--- src/rtl/multdiv_unit.sv ---
// Sequential 32-bit signed multiply/divide unit: radix-2 Booth multiply and
// non-restoring magnitude divide, 33 cycles from start edge to result strobe.
module multdiv_unit (
   input  logic        clock,
   input  logic        reset,
   input  logic [31:0] data_operandA,
   input  logic [31:0] data_operandB,
   input  logic        ctrl_MULT,
   input  logic        ctrl_DIV,
   output logic [31:0] data_result,
   output logic        data_exception,
   output logic        data_resultRDY
);

   typedef enum logic [1:0] {
      st_idle = 2'd0,
      st_mult = 2'd1,
      st_div  = 2'd2,
      st_done = 2'd3
   } state_t;

   state_t      state_r;
   state_t      state_next_s;
   logic        start_s;
   logic        last_iter_s;
   logic        finish_s;
   logic [31:0] res_s;
   logic        exc_s;
   logic [63:0] prod64_s;
   logic [5:0]  cnt_r;
   logic        is_div_r;
   logic [31:0] opa_r;
   logic [31:0] opb_r;
   logic [64:0] prod_r;
   logic [33:0] rem_r;
   logic [31:0] quo_r;
   logic [65:0] div_next_s;

   function automatic logic [31:0] mag(input logic [31:0] x);
      logic [31:0] m;
      if (x[31]) begin
         m = 32'd0 - x;
      end else begin
         m = x;
      end
      return m;
   endfunction

   // The add is done one bit wider so subtracting 0x80000000 keeps its true sign
   // through the arithmetic shift.
   function automatic logic [64:0] booth_step(input logic [64:0] p, input logic [31:0] m);
      logic [32:0] acc;
      acc = {p[64], p[64:33]};
      case (p[1:0])
         2'b01:   acc = acc + {m[31], m};
         2'b10:   acc = acc - {m[31], m};
         default: acc = acc;
      endcase
      return {acc, p[32:1]};
   endfunction

   // Quotient bit is 1 whenever the partial remainder stays non-negative.
   function automatic logic [65:0] div_step(input logic [33:0] r, input logic [31:0] q,
                                            input logic [31:0] d);
      logic [33:0] sh;
      logic [33:0] nr;
      sh = {r[32:0], q[31]};
      if (r[33]) begin
         nr = sh + {2'b00, d};
      end else begin
         nr = sh - {2'b00, d};
      end
      return {nr, q[30:0], ~nr[33]};
   endfunction

   assign start_s     = ctrl_MULT | ctrl_DIV;
   assign last_iter_s = (cnt_r == 6'd31);
   assign prod64_s    = prod_r[64:1];
   assign div_next_s  = div_step(rem_r, quo_r, mag(opb_r));

   // State register.
   always_ff @(posedge clock or posedge reset) begin
      if (reset) begin
         state_r <= st_idle;
      end else begin
         state_r <= state_next_s;
      end
   end

   // Next-state logic; a start edge overrides everything, multiply first.
   always_comb begin
      state_next_s = state_r;
      if (start_s) begin
         if (ctrl_MULT) begin
            state_next_s = st_mult;
         end else begin
            state_next_s = st_div;
         end
      end else begin
         case (state_r)
            st_mult, st_div: begin
               if (last_iter_s) begin
                  state_next_s = st_done;
               end else begin
                  state_next_s = state_r;
               end
            end
            st_done: state_next_s = st_idle;
            st_idle: state_next_s = st_idle;
            default: state_next_s = st_idle;
         endcase
      end
   end

   // Output decode: final result, exception and the finish condition.
   always_comb begin
      finish_s = 1'b0;
      res_s    = 32'd0;
      exc_s    = 1'b0;
      if ((state_r == st_done) && !start_s) begin
         finish_s = 1'b1;
      end else begin
         finish_s = 1'b0;
      end
      if (!is_div_r) begin
         res_s = prod64_s[31:0];
         exc_s = (prod64_s[63:32] != {32{prod64_s[31]}});
      end else if (opb_r == 32'd0) begin
         res_s = 32'd0;
         exc_s = 1'b1;
      end else if ((opa_r == 32'h8000_0000) && (opb_r == 32'hFFFF_FFFF)) begin
         res_s = 32'h8000_0000;
         exc_s = 1'b1;
      end else if (opa_r[31] ^ opb_r[31]) begin
         res_s = 32'd0 - quo_r;
         exc_s = 1'b0;
      end else begin
         res_s = quo_r;
         exc_s = 1'b0;
      end
   end

   // Operand capture, iteration counter and Booth / divide datapath.
   always_ff @(posedge clock or posedge reset) begin
      if (reset) begin
         cnt_r    <= 6'd0;
         is_div_r <= 1'b0;
         opa_r    <= 32'd0;
         opb_r    <= 32'd0;
         prod_r   <= 65'd0;
         rem_r    <= 34'd0;
         quo_r    <= 32'd0;
      end else if (start_s) begin
         cnt_r    <= 6'd0;
         is_div_r <= ~ctrl_MULT;
         opa_r    <= data_operandA;
         opb_r    <= data_operandB;
         prod_r   <= {32'd0, data_operandB, 1'b0};
         rem_r    <= 34'd0;
         quo_r    <= mag(data_operandA);
      end else if (state_r == st_mult) begin
         cnt_r  <= cnt_r + 6'd1;
         prod_r <= booth_step(prod_r, opa_r);
      end else if (state_r == st_div) begin
         cnt_r <= cnt_r + 6'd1;
         rem_r <= div_next_s[65:32];
         quo_r <= div_next_s[31:0];
      end else begin
         cnt_r <= cnt_r;
      end
   end

   // Registered outputs: results held until the next completion.
   always_ff @(posedge clock or posedge reset) begin
      if (reset) begin
         data_result    <= 32'd0;
         data_exception <= 1'b0;
         data_resultRDY <= 1'b0;
      end else if (finish_s) begin
         data_result    <= res_s;
         data_exception <= exc_s;
         data_resultRDY <= 1'b1;
      end else begin
         data_resultRDY <= 1'b0;
      end
   end

endmodule
--- config.mk ---
export PLATFORM = sky130hd
export DESIGN_NAME = multdiv_unit
export DESIGN_NICKNAME = d
export VERILOG_FILES = /design/src/rtl/multdiv_unit.sv
export SDC_FILE = /design/constraint.sdc
export NUM_CORES = 1
export LEC_CHECK = 0
export BUFFER_PORTS_ARGS = -buffer_cell sky130_fd_sc_hd__buf_2
export CAP_MARGIN = 10
export CORE_MARGIN = 4
export CORE_UTILIZATION = 61
export CTS_CLUSTER_SIZE = 24
export DETAILED_ROUTE_END_ITERATION = 12
export PLACE_DENSITY = 0.91
export SYNTH_ARGS = -nofsm -noshare
export SYNTH_HDL_FRONTEND = slang
export SYNTH_SLANG_ARGS = --single-unit
--- constraint.sdc ---
create_clock -name clock -period 11.4 [get_ports clock]
set_input_delay 2.28 -clock clock [delete_from_list [all_inputs] [get_ports clock]]
set_output_delay 2.28 -clock clock [all_outputs]
set_load 0.05 [all_outputs]
==> metrics.md <==
| Metric | Value |
|---|---|
| Row count | `60` |
| Reg clk slew, reported paths | `roughly 0.060 ns` |
| Nature of the critical path startpoint | `register` |
| Die ar. | `slightly above 0.03 sq mm` |
| Critical path class | `register to register` |
| Leading cell type in the layout, fill and taps excluded | `nand2_1` |
| Worst-Margin Slew | `about 1.1 ns` |
| Met3 Track Usage GR | `0.04500` |
| Final setup violation count | `0` |
| Cell mode on critical path | `a21oi_1` |
| Layout cells sized above 1 | `0.09306` |
| CTS tree | `done` |
| Yosys top cell by area | `dfrtp_1` |
| Power per cell area | `about 150 mW/mm^2` |
| Syn Inst Count | `around 2100` |
| Initial antenna violation count | `0` |
| Die H | `approximately 180 um` |
| Post-Route Setup TNS | `0 ns` |
| Register area share after synthesis | `0.3491` |
| Ports | `~100` |
| ANT cells | `0` |
| Post-layout util | `0.6838` |
| Yosys reg bits | `around 240` |
| Final hold violation count | `0` |
| Hold-fix buffers, CTS | `0` |
| Initial Utilization | `0.6261` |
| Prevailing post-synth register cell | `dfrtp_1` |
| Status | `finished, final reports clean` |
| GRT overflow | `0` |
| Worst setup margin | `~5.2 ns` |
| EDFF count, synth | `0` |
| Met2 GRT Util | `0.4980` |
| Met1 GRT Util | `0.3991` |
| DP Worst Slack | `approximately 5.4 ns` |
| CORE AREA | `around 0.027 sq mm` |
| All-Layer GR Usage | `0.3031` |
| IO Port Bufs | `~100` |
| Drc violations | `0` |
| Hpwl dp | `~34000 um` |
| Top cell type's share of synthesized area | `0.3491` |
| Unrepaired setup endpoints after global routing | `no` |
| GP Congestion | `0.9722` |
| Die W | `~180 um` |
| Slowest CP cell | `or4b_1` |
| CTS buffer count | `27` |
| Setup repair bufs after CTS | `0` |
| Mapped Area | `approximately 0.017 sq mm` |
| GR peak layer | `met2` |
| Cell Count, Final, Fillers Out | `about 2500` |
| Max_cap viols | `0` |
| Total power | `around 2800 uW` |
| DP Cell Count | `between 2000 and 2500` |
| Final Critical Period | `approximately 6.2 ns` |
| Most frequent cells in the layout | `394 x nand2_1, 238 x dfrtp_1, 166 x a21oi_1, 162 x o21ai_0, 150 x nor2_1` |
| Syn Nets | `about 2300` |
| Crit-path max FO | `9` |
| Routed length per instance | `around 19 um` |
| Leak | `around 0.0084 uW` |
| CP required | `~12 ns` |
| Largest net degree at the start of global routing | `84` |
| CP cell instances | `inv_1, ha_1, or4b_1, o41ai_2, xor2_1, o211ai_1, nor4_1, nor2b_1, nor2b_1, a21oi_1, xnor2_1, ha_1, a21o_1, a21o_1, a21oi_1, o211ai_1, a21oi_1, a21oi_1, o31ai_1, xnor2_1, mux2i_1, a221o_1` |
| Via Count | `about 16000` |
| Crit end category | `register` |
| Count of unique library cells instantiated by Yosys | `75` |
| Ys async rst share | `1.000` |
| Skew-Pair Late Insertion Delay | `about 0.56 ns` |
| Pre-antenna DRT Iters | `8` |
| Max Clock Freq | `0.1623 GHz` |
| Post-CTS sizing | `0` |
| Number of global-route vias before repair | `15360` |
| Skew final | `between 0.009 and 0.01 ns` |
| Maximum vdd drop | `around 0.00010 V` |
| Area contributors post-synth | `dfrtp_1 35%, nand2_1 8.7%, xnor2_1 7.0%` |
| Final ANT Viol Nets | `0` |
| Slowest cell delay on critical path | `about 0.62 ns` |
| Synth Warn # | `0` |
| Hold WC Path Type | `register to register` |
| Root Buffer Master | `clkbuf_16` |
| Vias per std cell | `~6.3` |
| Part of the cycle the worst path needs | `0.5405` |
| CTS H-tree depth | `1` |
| Filler cell count | `2105` |
| Clock tree sinks | `238` |
| Clk buf depth | `3` |
| Final Max Tran Viols | `0` |
| First-pass GRT wire length | `roughly 77000 um` |
| Critical path arrival | `~6.6 ns` |
| P&R area growth vs syn | `9.226%` |
| Fin nets | `between 2000 and 2500` |
| Initial DRC Count | `~1800` |
| Slew margin rel. | `0.2793` |
| WL final | `about 48000 um` |
| Post-Syn Area per Cell | `around 8 sq um` |
[layer usage]
layer / vias up / part of all wire
li1: 7511 / -
met1: 7587 / 0.40
met2: 783 / 0.47
met3: 166 / 0.084
met4: 0 / 0.047
met5: - / 0
[final cells by class]
type	instances	area, sq um	share of cell area
multi-input combinational	1702	10470	0.5618
sequential	238	5956	0.3196
clock buffer	33	748.2	0.04015
timing repair buffer	120	645.6	0.03464
tap	372	465.4	0.02498
inverter	51	198.9	0.01068
clock inverter	16	152.6	0.008191
[per-stage QoR]
stage	cell area, sq um	hold WS (ns)
detailed placement	17730	0.4658
CTS	18630	0.4797
floorplan	17060	0.4563
finish	18640	0.4758
global route	18640	0.4975
global placement	17730	0.4610
[worst max-delay path: cells and delay by family, from the launching register on]
family | cells | cell delay [ns]
AOI/OAI and AO/OA | 11 | 2.36
and+or+nand+nor | 4 | 1.56
xor gates and xnor gates | 3 | 0.69
adders and majority gates | 2 | 0.68
DFF | 1 | 0.45
buffers and inverters | 1 | 0.15
muxes | 1 | 0.13
[state kept, by name (all words and copies together) (netlist names)]
signal and flops:
cnt_r 6, data_resultRDY 1, state_r 2, quo_r 32, rem_r 34, opa_r 32, data_result 32, data_exception 1
prod_r 65, opb_r 32, is_div_r 1
[synth_stat cells (15+ instances only)]
master / n
a21oi_1: 166
nor2_1: 152
nand2b_1: 17
nor3_1: 38
ha_1: 76
nand3_1: 25
nor4_1: 21
xnor2_1: 136
a31oi_1: 55
nand4_1: 22
or3_1: 23
xor2_1: 56
a21o_1: 32
and3_1: 17
mux2i_1: 49
nand2_1: 395
inv_1: 51
o31ai_1: 27
nor2b_1: 47
dfrtp_1: 238
or4_1: 15
o21ai_0: 162
clkbuf_1: 95
[kinds of logic after synthesis]
kind of cell / synth area share
xor+xnor: 0.09856
fa+ha+maj: 0.05808
flops: 0.3491
buf+inv: 0.03953
compound gates: 0.2023
simple gates: 0.2230
mux: 0.02941
[power breakdown]
group | leakage [uW] | switching (uW) | internal, uW
registers | 0.00300 | 107 | 931
logic | 0.00496 | 548 | 298
clock network | 0.000443 | 374 | 513
[path summary, 6_finish.rpt]
check | from | endpoint | slack (ns) | depth (start not counted)
worst max-delay path | opb_r[0] | quo_r[0] | 5.24 | 22
worst min-delay path | data_result[13] | data_result[13] | 0.48 | 2
worst max register to register | opb_r[0] | quo_r[0] | 5.24 | 22
worst min register to register | data_result[13] | data_result[13] | 0.48 | 2
max in group asynchronous | reset | rem_r[5] | 8.12 | 3
min in group asynchronous | reset | rem_r[6] | 1.79 | 2
Note: power is estimated with default switching activity, not from simulation.
